**src/rtl/read_bus_arbiter_pkg.sv**
```systemverilog
// Shared owner IDs and address-FSM states for the read-bus arbiter.
package read_bus_arbiter_pkg;

    localparam logic ARB_OWNER_IR = 1'b0;
    localparam logic ARB_OWNER_DR = 1'b1;

    typedef enum logic {
        ARB_STATE_IDLE = 1'b0,
        ARB_STATE_ADDR = 1'b1
    } arb_state_t;

endpackage

```
**src/rtl/read_bus_arbiter_owner_fifo.sv**
```systemverilog
// In-order 1-bit owner FIFO: remembers which requester issued each outstanding read.
module read_bus_arbiter_owner_fifo #(
    parameter int DEPTH = 2
) (
    input  logic clk,
    input  logic rst,
    input  logic push,
    input  logic din,
    input  logic pop,
    output logic full,
    output logic empty,
    output logic head
);
    localparam int PTR_W = (DEPTH > 1) ? $clog2(DEPTH) : 1;
    localparam int CNT_W = $clog2(DEPTH) + 1;

    logic [DEPTH-1:0] mem_q;
    logic [PTR_W-1:0] wr_ptr;
    logic [PTR_W-1:0] rd_ptr;
    logic [CNT_W-1:0] count;
    logic             do_push;
    logic             do_pop;

    function automatic logic [PTR_W-1:0] ptr_next(input logic [PTR_W-1:0] p);
        return (p == PTR_W'(DEPTH - 1)) ? '0 : p + PTR_W'(1);
    endfunction

    assign full  = (count == CNT_W'(DEPTH));
    assign empty = (count == '0);
    assign head  = mem_q[rd_ptr];

    assign do_pop  = pop && !empty;
    // A full FIFO may still take a push when the head leaves in the same cycle.
    assign do_push = push && (!full || do_pop);

    always_ff @(posedge clk) begin
        if (!rst) begin
            mem_q  <= '0;
            wr_ptr <= '0;
            rd_ptr <= '0;
            count  <= '0;
        end else begin
            if (do_push) begin
                mem_q[wr_ptr] <= din;
                wr_ptr        <= ptr_next(wr_ptr);
            end
            if (do_pop)
                rd_ptr <= ptr_next(rd_ptr);
            if (do_push && !do_pop)
                count <= count + CNT_W'(1);
            else if (do_pop && !do_push)
                count <= count - CNT_W'(1);
        end
    end

endmodule

```
**src/rtl/read_bus_arbiter.sv**
```systemverilog
// Round-robin merge of instruction and data read channels onto one memory read port.
module read_bus_arbiter
    import read_bus_arbiter_pkg::*;
#(
    parameter int BUS_WIDTH = 32,
    parameter int DEPTH     = 2
) (
    input  logic                 clk,
    input  logic                 rst,
    input  logic                 ir_addr_valid,
    output logic                 ir_addr_ready,
    input  logic [BUS_WIDTH-1:0] ir_addr,
    output logic                 ir_data_valid,
    input  logic                 ir_data_ready,
    output logic [BUS_WIDTH-1:0] ir_data,
    input  logic                 dr_addr_valid,
    output logic                 dr_addr_ready,
    input  logic [BUS_WIDTH-1:0] dr_addr,
    output logic                 dr_data_valid,
    input  logic                 dr_data_ready,
    output logic [BUS_WIDTH-1:0] dr_data,
    output logic                 mem_addr_valid,
    input  logic                 mem_addr_ready,
    output logic [BUS_WIDTH-1:0] mem_addr,
    input  logic                 mem_data_valid,
    output logic                 mem_data_ready,
    input  logic [BUS_WIDTH-1:0] mem_data,
    output logic                 protocol_err
);
    arb_state_t state, state_nx;
    logic       last_grant;
    logic       grant_id;
    logic       push;
    logic       pop;
    logic       full;
    logic       empty;
    logic       head;

    always_ff @(posedge clk) begin
        if (!rst) state <= ARB_STATE_IDLE;
        else      state <= state_nx;
    end

    // Grant depends only on registered state and requester valids, never on mem_addr_ready.
    always_comb begin
        state_nx      = state;
        ir_addr_ready = 1'b0;
        dr_addr_ready = 1'b0;
        grant_id      = ARB_OWNER_IR;
        push          = 1'b0;
        case (state)
            ARB_STATE_IDLE: begin
                if (!full && (ir_addr_valid || dr_addr_valid)) begin
                    if (ir_addr_valid && dr_addr_valid)
                        grant_id = ~last_grant;
                    else
                        grant_id = dr_addr_valid ? ARB_OWNER_DR : ARB_OWNER_IR;
                    ir_addr_ready = (grant_id == ARB_OWNER_IR);
                    dr_addr_ready = (grant_id == ARB_OWNER_DR);
                    push          = 1'b1;
                    state_nx      = ARB_STATE_ADDR;
                end
            end
            ARB_STATE_ADDR: begin
                if (mem_addr_ready)
                    state_nx = ARB_STATE_IDLE;
            end
            default: state_nx = ARB_STATE_IDLE;
        endcase
    end

    assign mem_addr_valid = (state == ARB_STATE_ADDR);

    always_ff @(posedge clk) begin
        if (!rst) begin
            mem_addr   <= '0;
            last_grant <= ARB_OWNER_IR;
        end else if (push) begin
            mem_addr   <= (grant_id == ARB_OWNER_DR) ? dr_addr : ir_addr;
            last_grant <= grant_id;
        end
    end

    read_bus_arbiter_owner_fifo #(
        .DEPTH (DEPTH)
    ) u_owner_fifo (
        .clk   (clk),
        .rst   (rst),
        .push  (push),
        .din   (grant_id),
        .pop   (pop),
        .full  (full),
        .empty (empty),
        .head  (head)
    );

    assign ir_data        = mem_data;
    assign dr_data        = mem_data;
    assign ir_data_valid  = mem_data_valid && !empty && (head == ARB_OWNER_IR);
    assign dr_data_valid  = mem_data_valid && !empty && (head == ARB_OWNER_DR);
    assign mem_data_ready = !empty && ((head == ARB_OWNER_IR) ? ir_data_ready : dr_data_ready);
    assign pop            = mem_data_valid && mem_data_ready;

    // Data arriving with nothing outstanding is dropped and flagged until reset.
    always_ff @(posedge clk) begin
        if (!rst)                         protocol_err <= 1'b0;
        else if (mem_data_valid && empty) protocol_err <= 1'b1;
    end

endmodule
```
**config.mk**
```make
export PLATFORM = sky130hd
export DESIGN_NAME = read_bus_arbiter
export DESIGN_NICKNAME = d
export VERILOG_FILES = /design/src/rtl/read_bus_arbiter_pkg.sv /design/src/rtl/read_bus_arbiter_owner_fifo.sv /design/src/rtl/read_bus_arbiter.sv
export SDC_FILE = /design/constraint.sdc
export NUM_CORES = 1
export LEC_CHECK = 0
export CORE_UTILIZATION = 37
export DETAILED_ROUTE_END_ITERATION = 8
export PLACE_DENSITY = 0.93
export SYNTH_ARGS = -nofsm -noshare
export SYNTH_HDL_FRONTEND = slang
export SYNTH_HIERARCHICAL = 1
export SYNTH_SLANG_ARGS = --single-unit
```
**constraint.sdc**
```tcl
create_clock -name clk -period 5.35 [get_ports clk]
set_input_delay 0.8025 -clock clk [delete_from_list [all_inputs] [get_ports clk]]
set_output_delay 0.8025 -clock clk [all_outputs]
set_load 0.02 [all_outputs]
```
# == Word-level counts from Yosys, hierarchy flattened ==
# Index checks and enable logic that the tools add are counted.
# Widths: inputs -> output; s select.
# op_classes
n_addsub,4
n_lt_le_gt_ge,3
n_eq_ne,1
muxes,23
bitwise,4
n_reduce_logical,21
# op_table
operator,count
$mux 32,1
$mux 1,17
$logic_and 1x1->1,13
$logic_not 1->1,4
$lt 1x2->1 const B,2
$mux 2,2
$not 1->1,4
$add 1x1->1 const B,2
$add 2x1->2 const B,1
$bwmux 2,1
$eq 2x2->1 const B,1
$logic_not 2->1,1
$logic_or 1x1->1,2
$pmux 1 s2,1
$reduce_bool 2->1,1
$sub 2x1->2 const B,1
$demux 1 s1,1
$ge 1x1->1 const B,1
# totals
regBits,41
inputBits,104
output_inout_bits,103
word_cells,64

# == Logic depth before layout (Yosys ltp) ==
# Gate-level depths: netlist (run 1).
# logic_depth
word_depth,12
mapped_depth,10
ltp_nobuf,10

# == Hierarchy ==
# The synthesis (run 1) kept the hierarchy.
# by_module_without_submodules
module,n_inst,cells_each,area_each_um2
read_bus_arbiter,1,275,2403.6
read_bus_arbiter_owner_fifo,1,31,297.8

# == Least setup slack after synthesis (run 1) ==
# Ideal clock, no wire load.
# synth_timing
path_type,input to output
startpoint,input port ir_addr_valid
endpoint,output port dr_addr_ready
arrival_ns,1.643
required_ns,4.548
slack_ns,2.904
cell_stages,5
path_cell_list,buf_2 a21boi_4 buf_2 nand2_1 inv_1
# synth_between
elab_chain_cells,6
word_cells_on_any_way,8
cone_classes,mux (5); reduce/logical (3)
# synth_rtl
element,line,source
"start, declared",read_bus_arbiter.sv:10,"input logic ir_addr_valid,"
$logic_and 1x1->1,read_bus_arbiter.sv:54,if (ir_addr_valid && dr_addr_valid)
$mux 1,read_bus_arbiter.sv:54,
$mux 1,read_bus_arbiter.sv:53,if (!full && (ir_addr_valid || dr_addr_valid)) begin
$mux 1,read_bus_arbiter.sv:51,case (state)
$mux 1 (*),read_bus_arbiter.sv:53,
$mux 1 (*),read_bus_arbiter.sv:51,
"end, declared",read_bus_arbiter.sv:17,"output logic dr_addr_ready,"
# Every way passes the cells marked *; elsewhere a longest branch is shown, timed or not. The select of a mux whose other input is x is not followed.

# == Worst setup path in the final report (run 1) ==
# layout_timing
startpoint,input port dr_addr_valid
endpoint,output port dr_addr_ready
# layout_between
elab_chain_cells,6
word_cells_on_any_way,9
cone_classes,mux (6); reduce/logical (3)
# layout_rtl
element,line,source
"start, declared",read_bus_arbiter.sv:16,"input logic dr_addr_valid,"
$mux 1 / $logic_and 1x1->1 (equally long branches),"read_bus_arbiter.sv:57, read_bus_arbiter.sv:54",
$mux 1,read_bus_arbiter.sv:54,
$mux 1,read_bus_arbiter.sv:53,
$mux 1,read_bus_arbiter.sv:51,
$mux 1 (*),read_bus_arbiter.sv:53,
$mux 1 (*),read_bus_arbiter.sv:51,
# Marks and branches as above.

==> results of run 1 <==
==> state kept, by name (all words and copies together) (netlist names) <==
signal               flops
protocol_err             1
last_grant               1
u_owner_fifo/wr_ptr      1
u_owner_fifo/mem_q       2
mem_addr_valid           1
u_owner_fifo/count       2
mem_addr                32
u_owner_fifo/rd_ptr      1
==> worst paths after layout <==
kind                                 startpoint                        to  slack [ps]
max                               dr_addr_valid             dr_addr_ready        1980
min reg2reg            mem_addr[9]$_SDFFE_PN0P_  mem_addr[9]$_SDFFE_PN0P_         460
min                    mem_addr[9]$_SDFFE_PN0P_  mem_addr[9]$_SDFFE_PN0P_         460
max reg2reg  u_owner_fifo/count[0]$_SDFFE_PN0P_  mem_addr[5]$_SDFFE_PN0P_        2450
==> stage by stage <==
step | instance area [µm²] | util (%)
floorplan | 2700 | -
global placement | 3340 | 48.4
detailed placement | 3340 | 48.4
CTS | 3430 | 49.7
global route | 3430 | 49.7
finish | 3430 | 49.7
==> per-layer routing <==
metal / vias to the layer above / part of all wire (%) / global-route usage (%)
li1: 1091 / - / -
met1: 1072 / 39 / 20.7
met2: 120 / 50 / 33.6
met3: 20 / 8.4 / 5.02
met4: 0 / 2.3 / 7.90
met5: - / 0 / 0
==> layout by cell type, fill, tap and decap left out, drive strengths merged, types with 3 or more instances in the layout <==
cell type	instances
nand4	10
clkinvlp	3
a21boi	3
nand2	5
a31oi	10
a21oi	24
clkdlybuf4s50	110
clkbuf	5
and2	3
inv	25
dfxtp	41
nor2	7
o32ai	22
buf	5
nand3	10
a22oi	22
o21ai	15
==> worst max-delay path, stage by stage <==
cell and delay, ps:
clkdlybuf4s50_1 690, a21boi_4 250, nand2_1 90, inv_1 120, clkdlybuf4s50_1 610
==> kinds of logic after synthesis <==
| logic type | count (synthesis) |
|---|---|
| buf+inv | 114 |
| compound gates | 99 |
| simple gates | 45 |
| flops | 41 |
| xor+xnor | 3 |
| mux | 3 |
| fa+ha+maj | 1 |
==> power by group <==
group / internal (mW) / leakage, nW / switching [mW]
clock network: 0.0916 / 0.0364 / 0.115
logic: 0.262 / 0.817 / 0.300
registers: 0.367 / 0.337 / 0.0424
==> cell type report <==
type	count	share of cell area, %
inverter	25	2.74
clock inverter	3	0.656
tap	96	3.50
multi-input combinational	151	34.0
clock buffer	5	2.01
timing repair buffer	115	33.2
sequential	41	23.9
==> run_summary.xml, run 1 <==
<?xml version="1.0" encoding="UTF-8"?>
<metrics>
  <group name="clocking">
    <metric name="ctsHoldBuffers" unit="">0</metric>
    <metric name="cts-root-buf" unit="">clkbuf_8</metric>
    <metric name="h-tree-depth" unit="">2</metric>
    <metric name="cts_max_path_buffers" unit="">2</metric>
    <metric name="cts_repair_resize_count" unit="">0</metric>
    <metric name="tritoncts.num_buffers" unit="">5</metric>
    <metric name="clock_network_latency_to_the_later_pin_of_the_worst_skew_pair" unit="ps">290</metric>
    <metric name="cts_setup_buffers" unit="">0</metric>
    <metric name="tritoncts_clock_tree" unit="">built</metric>
    <metric name="cts.clk_slew.worst_paths" unit="ps">80</metric>
    <metric name="clock_sink_count" unit="">41</metric>
  </group>
  <group name="logic_synthesis">
    <metric name="mappedNetlistArea" unit="mm²">0.00270</metric>
    <metric name="yosys-top-cells-count" unit="">buf_4 (65), dfxtp_1 (41), inv_1 (25)</metric>
    <metric name="compound_cell_area_share_of_the_yosys_netlist" unit="%">30.6</metric>
    <metric name="syn_area_per_cell" unit="µm²">8.83</metric>
    <metric name="seq_area_frac_synth" unit="%">30.4</metric>
    <metric name="muxShareOfSynthArea" unit="%">1.16</metric>
    <metric name="synth-simple-area-share" unit="%">10.0</metric>
    <metric name="largest_family_of_logic_cells_by_synthesized_area" unit="">compound AO/OA/AOI/OAI gates</metric>
    <metric name="synth.top_cell.area_share" unit="%">30.4</metric>
    <metric name="post-synth-top-count-cell" unit="">buf_4</metric>
    <metric name="synth.distinct_cells" unit="">40</metric>
    <metric name="yosysWarningCount" unit="">6</metric>
    <metric name="number_of_flops_mapped_to_enable_cells_by_yosys" unit="">0</metric>
    <metric name="post_synth_xor_area_fraction" unit="%">0.973</metric>
    <metric name="netlist_instances" unit="">306</metric>
    <metric name="postSynth.topFlopCell" unit="">dfxtp_1</metric>
    <metric name="synth_adder_area_share" unit="%">0.463</metric>
    <metric name="synth_largest_area_cell" unit="">dfxtp_1</metric>
    <metric name="synth_top_cells_by_area" unit="">dfxtp_1 (30%), buf_4 (18%), o32ai_2 (11%)</metric>
    <metric name="asyncSetResetFlopFracSynth" unit="%">0</metric>
    <metric name="postSynthNetCount" unit="">411</metric>
    <metric name="synth_seq_cells" unit="">41</metric>
  </group>
  <group name="route">
    <metric name="vias_per_cell" unit="">5.28</metric>
    <metric name="detailroute.via_count" unit="">2303</metric>
    <metric name="routed_wire_length_per_instance" unit="µm">16.5</metric>
    <metric name="routed_wl" unit="µm">7190</metric>
    <metric name="detailedRoute.firstIterationViolations" unit="">88</metric>
    <metric name="antenna_violating_nets_post_route" unit="">0</metric>
    <metric name="post-route-drc-count" unit="">0</metric>
    <metric name="drtPass1Iterations" unit="">4</metric>
  </group>
  <group name="global_route">
    <metric name="first_global_vias" unit="">2284</metric>
    <metric name="grt_antenna_before_repair" unit="">0</metric>
    <metric name="wire_length_of_the_first_global_routing_pass" unit="µm">11000</metric>
    <metric name="grt_start_max_net_pins" unit="">33</metric>
    <metric name="gr-usage-all-layers" unit="%">18.7</metric>
    <metric name="globalRouteOverflowTotal" unit="">0</metric>
  </group>
  <group name="floorplan">
    <metric name="die_area" unit="mm²">0.00765</metric>
    <metric name="floorplan.core_area" unit="mm²">0.00691</metric>
    <metric name="placementRows" unit="">30</metric>
    <metric name="number_of_i_o_pins" unit="">207</metric>
    <metric name="fp.dieH" unit="µm">87.4</metric>
    <metric name="floorplan.initialDensity" unit="%">39.1</metric>
    <metric name="dieWidth" unit="µm">87.4</metric>
  </group>
  <group name="worst_hold_path">
    <metric name="min-delay-path-class" unit="">flop to flop</metric>
    <metric name="hold_path_depth" unit="">2</metric>
  </group>
  <group name="sta">
    <metric name="skew" unit="ps">8.16</metric>
    <metric name="finalSetupTns" unit="ps">0</metric>
    <metric name="timing.final.crit_period" unit="ps">3370</metric>
    <metric name="timing.final.max_slew_violations" unit="">0</metric>
    <metric name="timing.final.crit_share" unit="%">63.0</metric>
    <metric name="maxSlewHeadroom" unit="%">19.3</metric>
    <metric name="rsz0062_at_grt" unit="">false</metric>
    <metric name="hold-worst-slack" unit="ps">457</metric>
    <metric name="setup_slack" unit="ps">1980</metric>
    <metric name="finalSetupViolCount" unit="">0</metric>
    <metric name="fmax" unit="GHz">0.297</metric>
    <metric name="timing_worst_slew_pin_value" unit="ps">1210</metric>
    <metric name="timing_hold_violations_final" unit="">0</metric>
  </group>
  <group name="placement">
    <metric name="place_worst_setup_slack" unit="ps">1980</metric>
    <metric name="port_buffers" unit="">110</metric>
    <metric name="place_inst" unit="">428</metric>
    <metric name="place_congestion" unit="">0.768</metric>
    <metric name="dpl_wire_length" unit="µm">5270</metric>
  </group>
  <group name="cells_and_area">
    <metric name="multi_input_area" unit="mm²">0.00117</metric>
    <metric name="filler_cell_count" unit="">646</metric>
    <metric name="sequential_standard_cell_area" unit="µm²">821</metric>
    <metric name="nNetsFinal" unit="">444</metric>
    <metric name="count_of_non_filler_cells_in_the_finished_layout" unit="">436</metric>
    <metric name="synthToLayoutAreaGrowth" unit="%">27.0</metric>
    <metric name="number_of_antenna_diodes" unit="">0</metric>
    <metric name="drive_above_1_share" unit="%">11.8</metric>
  </group>
  <group name="outcome">
    <metric name="status" unit="">complete, no violations</metric>
  </group>
  <group name="setup_path">
    <metric name="required_time_reported_for_the_critical_path_endpoint" unit="ps">4550</metric>
    <metric name="critical_path_class" unit="">input port to output port</metric>
    <metric name="critPathArrivalTime" unit="ps">2570</metric>
    <metric name="timing.critical_path.fanout_max" unit="">7</metric>
    <metric name="cp-end-kind" unit="">output port</metric>
    <metric name="setup_crit_start_kind" unit="">input port</metric>
    <metric name="worstRegToRegCells" unit="">5</metric>
  </group>
  <group name="power_and_ir_drop">
    <metric name="vdd.ir_drop.worst" unit="µV">161</metric>
    <metric name="fin_total_pwr" unit="mW">1.18</metric>
    <metric name="p_leak" unit="nW">1.19</metric>
    <metric name="power.density_cell_area" unit="mW/mm²">343</metric>
  </group>
  <group name="run">
    <metric name="cap_viol_max_count" unit="">0</metric>
  </group>
</metrics>
Note: power is estimated with default switching activity, not from simulation.
==> run 2: changes to the inputs <==
CORE_UTILIZATION = 34   (was 37)
PLACE_DENSITY = 0.87   (was 0.93)
clock period = 3.42 ns   (was 5.35 ns; I/O delays follow)
==> run 2 against run 1 <==
  * Wire length decreased by 2.1%
  * Hold slack improved by 1.4 ps
  * Design area increased by 0.73%
  * Combinational power increased by 57%
  * Via count increased by 1.6%
  * Sequential power increased by 56%
  * Cell count increased by 1.8%
  * Register-to-register slack got worse by 1500 ps
  * Power increased by 58%
  * Non-clock buffer count increased by 2
  * Clock-buffer cell count unchanged
==> run_summary.xml, run 2 (synthesis results as in run 1) <==
<?xml version="1.0" encoding="UTF-8"?>
<metrics>
  <group name="global_route">
    <metric name="grt_start_max_net_pins" unit="">44</metric>
    <metric name="globalRouteOverflowTotal" unit="">0</metric>
    <metric name="wire_length_of_the_first_global_routing_pass" unit="µm">11100</metric>
    <metric name="first_global_vias" unit="">2312</metric>
    <metric name="gr-usage-all-layers" unit="%">16.5</metric>
    <metric name="grt_antenna_before_repair" unit="">0</metric>
  </group>
  <group name="sta">
    <metric name="finalSetupViolCount" unit="">0</metric>
    <metric name="skew" unit="ps">11.4</metric>
    <metric name="timing_hold_violations_final" unit="">0</metric>
    <metric name="maxSlewHeadroom" unit="%">70.1</metric>
    <metric name="timing.final.crit_share" unit="%">75.9</metric>
    <metric name="timing.final.max_slew_violations" unit="">0</metric>
    <metric name="timing.final.crit_period" unit="ps">2600</metric>
    <metric name="finalSetupTns" unit="ps">0</metric>
    <metric name="rsz0062_at_grt" unit="">false</metric>
    <metric name="fmax" unit="GHz">0.385</metric>
    <metric name="timing_worst_slew_pin_value" unit="ps">449</metric>
  </group>
  <group name="setup_path">
    <metric name="crit_start" unit="">dr_addr_valid</metric>
    <metric name="critPathArrivalTime" unit="ps">2080</metric>
    <metric name="cp-end-kind" unit="">output port</metric>
    <metric name="timing.critical_path.fanout_max" unit="">4</metric>
    <metric name="worst_flop_to_flop_path_startpoint" unit="">u_owner_fifo/rd_ptr$_SDFFE_PN0P_</metric>
    <metric name="setup_crit_start_kind" unit="">input port</metric>
    <metric name="required_time_reported_for_the_critical_path_endpoint" unit="ps">2910</metric>
    <metric name="critical_path_class" unit="">input port to output port</metric>
  </group>
  <group name="route">
    <metric name="post-route-drc-count" unit="">0</metric>
    <metric name="detailedRoute.firstIterationViolations" unit="">79</metric>
    <metric name="routed_wl" unit="µm">7040</metric>
    <metric name="vias_per_cell" unit="">5.27</metric>
    <metric name="detailroute.via_count" unit="">2340</metric>
    <metric name="routed_wire_length_per_instance" unit="µm">15.8</metric>
    <metric name="antenna_violating_nets_post_route" unit="">0</metric>
    <metric name="drtPass1Iterations" unit="">4</metric>
  </group>
  <group name="clocking">
    <metric name="ctsHoldBuffers" unit="">0</metric>
    <metric name="tritoncts.num_buffers" unit="">5</metric>
    <metric name="h-tree-depth" unit="">2</metric>
    <metric name="cts-root-buf" unit="">clkbuf_8</metric>
    <metric name="clock_network_latency_to_the_later_pin_of_the_worst_skew_pair" unit="ps">300</metric>
    <metric name="tritoncts_clock_tree" unit="">built</metric>
    <metric name="cts_setup_buffers" unit="">0</metric>
    <metric name="clock_sink_count" unit="">41</metric>
    <metric name="cts_max_path_buffers" unit="">2</metric>
    <metric name="cts.clk_slew.worst_paths" unit="ps">80</metric>
    <metric name="cts_repair_resize_count" unit="">0</metric>
  </group>
  <group name="power_and_ir_drop">
    <metric name="p_leak" unit="nW">1.21</metric>
    <metric name="netSwitchingPower" unit="mW">0.726</metric>
    <metric name="internal_power" unit="mW">1.14</metric>
    <metric name="power.share.sequential" unit="%">34.3</metric>
    <metric name="swShare" unit="%">39.0</metric>
    <metric name="vdd.ir_drop.worst" unit="µV">225</metric>
    <metric name="combPwrFrac" unit="%">47.4</metric>
    <metric name="proportion_of_power_drawn_by_the_clock_network" unit="%">18.3</metric>
    <metric name="power.density_cell_area" unit="mW/mm²">539</metric>
  </group>
  <group name="cells_and_area">
    <metric name="count_of_non_filler_cells_in_the_finished_layout" unit="">444</metric>
    <metric name="final_common_cell" unit="">clkdlybuf4s50_1</metric>
    <metric name="top_register" unit="">mem_addr</metric>
    <metric name="drive_above_1_share" unit="%">12.3</metric>
    <metric name="largest_register_ffs" unit="">32</metric>
    <metric name="largest_registers" unit="">mem_addr: 32 flops, u_owner_fifo/count: 2 flops, u_owner_fifo/mem_q: 2 flops</metric>
    <metric name="synthToLayoutAreaGrowth" unit="%">27.9</metric>
    <metric name="most-common-layout-cells" unit="">clkdlybuf4s50_1 (110), dfxtp_1 (41), inv_1 (25)</metric>
    <metric name="number_of_antenna_diodes" unit="">0</metric>
    <metric name="nNetsFinal" unit="">446</metric>
  </group>
  <group name="floorplan">
    <metric name="placementRows" unit="">32</metric>
    <metric name="number_of_i_o_pins" unit="">207</metric>
    <metric name="dieWidth" unit="µm">91.1</metric>
    <metric name="die_area" unit="mm²">0.00831</metric>
    <metric name="floorplan.initialDensity" unit="%">35.1</metric>
    <metric name="fp.dieH" unit="µm">91.1</metric>
    <metric name="floorplan.core_area" unit="mm²">0.00769</metric>
  </group>
  <group name="outcome">
    <metric name="status" unit="">complete, no violations</metric>
  </group>
  <group name="worst_hold_path">
    <metric name="worst_hold_startpoint" unit="">mem_addr[9]$_SDFFE_PN0P_</metric>
    <metric name="min-delay-path-class" unit="">flop to flop</metric>
  </group>
  <group name="placement">
    <metric name="place_congestion" unit="">0.721</metric>
    <metric name="port_buffers" unit="">110</metric>
    <metric name="place_inst" unit="">436</metric>
    <metric name="dpl_wire_length" unit="µm">4890</metric>
  </group>
  <group name="run">
    <metric name="cap_viol_max_count" unit="">0</metric>
  </group>
</metrics>
-- run 2: metal layers --
metal	vias to the layer above	routed length, µm	track usage, %
li1	1099	-	-
met1	1089	2800	19.2
met2	111	3430	27.7
met3	41	546	4.19
met4	0	260	8.60
met5	-	0	0
-- run 2: through the flow --
stage                     power (mW)  hold slack (ps)  setup WS [ps]  util [%]  cell area [µm²]
after floorplan                 1.30              436           1110         -             2700
after global placement          1.51              441            836      43.7             3360
after detailed placement        1.53              447            788      43.7             3360
after CTS                       1.88              461            809      45.0             3460
after global routing            1.98              485            756      45.0             3460
final                           1.86              459            823      45.0             3460
-- run 2: layout make-up --
cell class	count	area, µm²
Inverter	25	93.8
Clock buffer	5	68.8
Fill cell	749	4230
Tap cell	102	128
Clock inverter	3	25.0
Sequential cell	41	821
Multi-Input combinational cell	151	1170
Timing Repair Buffer	117	1150
-- run 2: worst paths after layout --
path                                        end  slack, ps  cells past startpoint
max                               dr_addr_ready        820                      5
min                    mem_addr[9]$_SDFFE_PN0P_        460                      2
max reg2reg  u_owner_fifo/count[1]$_SDFFE_PN0P_        960                      9
min reg2reg            mem_addr[9]$_SDFFE_PN0P_        460                      2
-- run 2: critical path, stage by stage --
cell	delay (ps)
clkdlybuf4s50_1	580
a21boi_4	220
nand2_1	80
inv_1	90
clkdlybuf4s50_1	600
-- run 2: power groups by stage --
stage | sequential [mW] | combinational [mW] | clock (mW)
2_1_floorplan | 0.733 | 0.566 | 0
3_3_place_gp | 0.647 | 0.864 | 0
3_5_place_dp | 0.646 | 0.885 | 0
4_1_cts | 0.638 | 0.888 | 0.353
5_1_grt | 0.652 | 0.947 | 0.376
6_report | 0.639 | 0.882 | 0.341
==> patch 1, RTL diff (flow settings as in run 2) <==
Put one more register stage on the output `protocol_err`, without a reset. The value now appears one clock later. The other outputs are not delayed to match.
--- a/src/rtl/read_bus_arbiter.sv
+++ b/src/rtl/read_bus_arbiter.sv
@@ -27,6 +27,8 @@
     input  logic [BUS_WIDTH-1:0] mem_data,
     output logic                 protocol_err
 );
+
+    logic protocol_err_s0;
     arb_state_t state, state_nx;
     logic       last_grant;
     logic       grant_id;
@@ -103,8 +105,12 @@
 
     // Data arriving with nothing outstanding is dropped and flagged until reset.
     always_ff @(posedge clk) begin
-        if (!rst)                         protocol_err <= 1'b0;
-        else if (mem_data_valid && empty) protocol_err <= 1'b1;
+        if (!rst)                         protocol_err_s0 <= 1'b0;
+        else if (mem_data_valid && empty) protocol_err_s0 <= 1'b1;
+    end
+
+    always_ff @(posedge clk) begin
+        protocol_err <= protocol_err_s0;
     end
 
 endmodule
Behaviour: not the same (a bounded check fails within 4 cycles, from zero or initial values and one cycle with rst low).
==> patch 1 against run 2 <==
  * Register-to-register slack better by 0.04 ns
  * Synthesized area is 0.74% higher
  * Utilization is 0.29 points higher
  * Count of clock-buffer cells in the layout stayed put
  * Wire length is 7.6% higher
  * Critical path depth stayed put
  * Total power is 4.7% higher
  * Hold slack worse by 0.085 ns
  * Sequential cell count is 1 higher
  * Setup slack worse by 0.28 ns
  * Design area is 1.2% higher
  * Largest cell class unchanged
  * Highest routed layer unchanged
==> patch 1: results (changes against run 2) <==
metric,value,unit,change
status,"finished, final reports clean",,
final_nets,447,,+0.22%
wl,7.57,mm,+7.6%
r2r_slack,1.00,ns,+0.04 ns
largest_reg_flops,32,,unchanged
synthFlopType,dfxtp_1,,
grt_max_degree,33,,-25%
endpoint,dr_addr_ready,,
clk_path_buf_depth,2,,unchanged
crit_start,u_owner_fifo/count[0],,
grt_usage,17.9,%,+1.4 points
fillers,729,,-2.7%
portBuffers,110,,unchanged
clk_latency,0.30,ns,about the same
cellLeakagePower,1.22,nW,+1.2%
post-dp-hpwl,5.37,mm,+9.9%
grt_first_pass_wirelength,12.0,mm,+7.9%
hold_path_depth,0,,-2
syn_avg_cell_area,8.86,µm²,+0.41%
synth_nets,412,,+0.24%
worst_slew_pin_slew,0.546,ns,+0.0971 ns
yosysSeqAreaShare,30.9,%,+0.51 points
timing.fmax,348,MHz,-9.7%
hold_path_end,protocol_err,,
reg2reg_depth,9,,unchanged
drc,0,,unchanged
synthTopCellsByCount,"65 x buf_4, 42 x dfxtp_1, 25 x inv_1",,
min_from,protocol_err_s0,,
clkTransAtPathRegs,0.10,ns,+0.02 ns
ir_drop,299,µV,+33%
ant_nets,0,,unchanged
dp_slack,0.743,ns,-0.0450 ns
num_vias,2390,,+2.1%
clock_skew,0.0137,ns,+0.00233 ns
synth-async-reset-ratio,0,%,unchanged
post-place-cells,437,,+0.23%
drive_above_1_share,12.2,%,-0.036 points
cts-root-buf,clkbuf_8,,
place_congestion,0.800,,+11%
crit_fanout,26,,+22
first_iter_violations,101,,+28%
synthTopCellsByArea,"dfxtp_1 31%, buf_4 18%, o32ai_2 11%, a22oi_1 6.1%, a21oi_1 4.4%",,
grt_pass1_vias,2339,,+1.2%
wl_per_cell,17.0,µm,+7.3%
-- patch 1: cell count changes after synthesis --
cell,before,now
dfxtp_1,41,42
-- patch 1: metrics by stage --
step                power (mW)  cell area, µm²  utilization [%]  hold WS (ns)
CTS                       1.96            3500             45.2         0.366
floorplan                 1.31            2720                -         0.331
detailed placement        1.55            3380             43.8         0.341
global placement          1.53            3380             43.8         0.343
finish                    1.95            3500             45.2         0.374
global route              2.06            3500             45.2         0.376
-- patch 1: layout make-up --
| class | count | area share [%] |
|---|---|---|
| repair buffers | 117 | 33.0 |
| inverters | 25 | 2.68 |
| flip-flops and latches | 42 | 24.1 |
| well taps | 102 | 3.65 |
| clock buffers | 5 | 1.97 |
| multi-input cells | 151 | 33.4 |
| clock inverters | 3 | 1.29 |
-- patch 1: routing by layer --
layer,routed length [µm],part of all wire [%],vias up,global-route usage (%)
li1,-,-,1099,-
met1,2980,39,1114,21.1
met2,3810,50,160,31.1
met3,643,8.5,17,4.52
met4,131,1.7,0,6.48
met5,0,0,-,0
-- patch 1: cell families after synthesis --
| logic type | after synthesis | synth area share (%) |
|---|---|---|
| AOI/OAI and AO/OA | 99 | 30.3 |
| buffers and inverters | 114 | 26.3 |
| xor gates and xnor gates | 3 | 0.966 |
| and+or+nand+nor | 45 | 9.93 |
| muxes | 3 | 1.15 |
| adders and majority gates | 1 | 0.460 |
| DFF | 42 | 30.9 |
-- patch 1: critical path, stage by stage (launching register included) --
cell and delay (ns):
dfxtp_1 0.46, and2b_1 0.25, nor2_4 0.44, nand2_1 0.16, inv_1 0.13, clkdlybuf4s50_1 0.61
-- patch 1: where the power goes --
part	internal, mW	leakage (nW)	switching (mW)
clock	0.217	0.0504	0.185
sequential	0.589	0.346	0.0689
combinational	0.414	0.826	0.475
total	1.22	1.22	0.729
==> patch 2, RTL diff (flow settings as in run 2) <==
Without the edit above. `DEPTH` is set to 2 in 2 places; all go to 4.
--- a/src/rtl/read_bus_arbiter_owner_fifo.sv
+++ b/src/rtl/read_bus_arbiter_owner_fifo.sv
@@ -1,6 +1,6 @@
 // In-order 1-bit owner FIFO: remembers which requester issued each outstanding read.
 module read_bus_arbiter_owner_fifo #(
-    parameter int DEPTH = 2
+    parameter int DEPTH = 4
 ) (
     input  logic clk,
     input  logic rst,
--- a/src/rtl/read_bus_arbiter.sv
+++ b/src/rtl/read_bus_arbiter.sv
@@ -3,7 +3,7 @@
     import read_bus_arbiter_pkg::*;
 #(
     parameter int BUS_WIDTH = 32,
-    parameter int DEPTH     = 2
+    parameter int DEPTH     = 4
 ) (
     input  logic                 clk,
     input  logic                 rst,
Formal check against the unedited RTL: not equivalent (a bounded check fails within 10 cycles, from zero or initial values and one cycle with rst low).
==> patch 2 against run 2 <==
  * Total power rose by 18%
  * Critical path depth up 7
  * Wire length up 9.4%
  * Global-route usage decreased by 0.25 points
  * Die area up 11%
  * Largest power group unchanged
  * Setup slack worse by 0.53 ns
  * Synthesized area grew 12%
  * Sequential cell count rose by 5
  * Critical path type is now flip-flop to flip-flop
  * Design area up 9.7%
==> patch 2: results (changes against run 2) <==
metric,value,unit,change
status,"finished, final reports clean",,
synthTopCellsByArea,"dfxtp_1 31%, buf_4 16%, o32ai_2 10%, a22oi_1 5.5%, a21oi_1 4.0%",,
place_area,3680,µm²,+9.4%
timing.setup.tns,0,ns,unchanged
clock_skew,0.0156,ns,+0.00423 ns
synth.distinct_cells,40,,unchanged
hold_path_depth,2,,unchanged
arrival,3.35,ns,+1.27 ns
holdCritPathClass,flip-flop to flip-flop,,
first_iter_violations,106,,+34%
largestRegisters,"mem_addr x32, u_owner_fifo/mem_q x4, u_owner_fifo/count x3",,
met2_length,3.76,mm,+9.8%
post-place-cells,470,,+7.8%
crit_family,simple AND/OR/NAND/NOR gates,,
grt_max_degree,35,,-20%
syn_avg_cell_area,8.92,µm²,+1.1%
portBuffers,110,,unchanged
diodes,0,,unchanged
routed.top_layer,met4,,
crit_slowest_cell,mux4_2,,
final_nets,483,,+8.3%
antenna_found_initial,0,,unchanged
cpPeakStageDelay,0.56,ns,-0.04 ns
clk_latency,0.30,ns,about the same
worst_slew_pin_slew,0.897,ns,+0.448 ns
hold_viol_final,0,,unchanged
fin_ws,0.292,ns,-0.531 ns
viasPerCell,5.29,,+0.43%
htree_num_levels,2,,unchanged
place_congestion,0.778,,+8.0%
synth-async-reset-ratio,0,%,unchanged
cts_resized,0,,unchanged
grt_first_pass_wirelength,11.6,mm,+4.5%
wl_met1,3.18,mm,+14%
cts_made_buffers,5,,unchanged
layout.cells.non_filler,478,,+7.7%
synthTopCellsByCount,"65 x buf_4, 46 x dfxtp_1, 27 x inv_1",,
grt_usage,16.2,%,-0.25 points
hold_slack,0.470,ns,+0.0114 ns
synth_nets,449,,+9.2%
ys_warn_count,6,,unchanged
dr.pass1.iters,4,,unchanged
clk_path_buf_depth,2,,unchanged
cellLeakagePower,1.34,nW,+11%
grt_pass1_vias,2435,,+5.3%
cts-root-buf,clkbuf_8,,
post_cts.repair.setup_buffers,0,,unchanged
post-dp-hpwl,5.45,mm,+12%
met3_length,639,µm,+17%
wl_per_cell,16.1,µm,+1.6%
crit_fanout,9,,+5
drive_above_1_share,11.3,%,-1.0 points
ir_drop,250,µV,+11%
yosysSeqAreaShare,30.5,%,+0.14 points
reg2reg_depth,12,,+3
clkTransAtPathRegs,0.09,ns,
dp_slack,0.307,ns,-0.481 ns
-- patch 2: cell count changes after synthesis, sizes merged, moves of 3 or more --
cell,delta
o31ai,+4
dfxtp,+5
ha,+5
o211ai,+3
nand2,+8
-- patch 2: metal layers --
layer / up-vias / GRT usage, %
met5: - / 0
met4: 0 / 6.22
met3: 20 / 4.42
met2: 120 / 28.1
met1: 1180 / 18.8
li1: 1210 / -
-- patch 2: power breakdown --
| group | internal [mW] | switching [mW] |
|---|---|---|
| Clock | 0.219 | 0.199 |
| Sequential | 0.651 | 0.0942 |
| Combinational | 0.474 | 0.551 |
-- patch 2: path summary, 6_finish.rpt --
path / startpoint / endpoint
min: protocol_err / protocol_err
max: u_owner_fifo/rd_ptr[0] / u_owner_fifo/count[2]
max reg2reg: u_owner_fifo/rd_ptr[0] / u_owner_fifo/count[2]
min reg2reg: protocol_err / protocol_err
-- patch 2: worst min-delay path, cell delays in order, from the launching register on --
cell     delay [ns]
dfxtp_1        0.33
a21oi_1        0.04
nor2_1         0.07
-- patch 2: kinds of logic after synthesis --
family                   after synthesis  share of synthesized area (%)
buffers and inverters                117                           24.1
adder cells (fa/ha/maj)                7                           3.15
flip-flops                            46                           30.5
XOR/XNOR                               2                          0.581
AND/OR/NAND/NOR                       56                           10.7
AO/OA/AOI/OAI                        105                           28.9
multiplexers                           5                           2.07
-- patch 2: layout make-up --
class / instances / area [µm²]
Clock buffer: 5 / 68.8
Clock inverter: 3 / 43.8
Fill cell: 784 / 4590
Inverter: 27 / 101
Multi-Input combinational cell: 175 / 1370
Sequential cell: 46 / 921
Tap cell: 105 / 131
Timing Repair Buffer: 117 / 1150
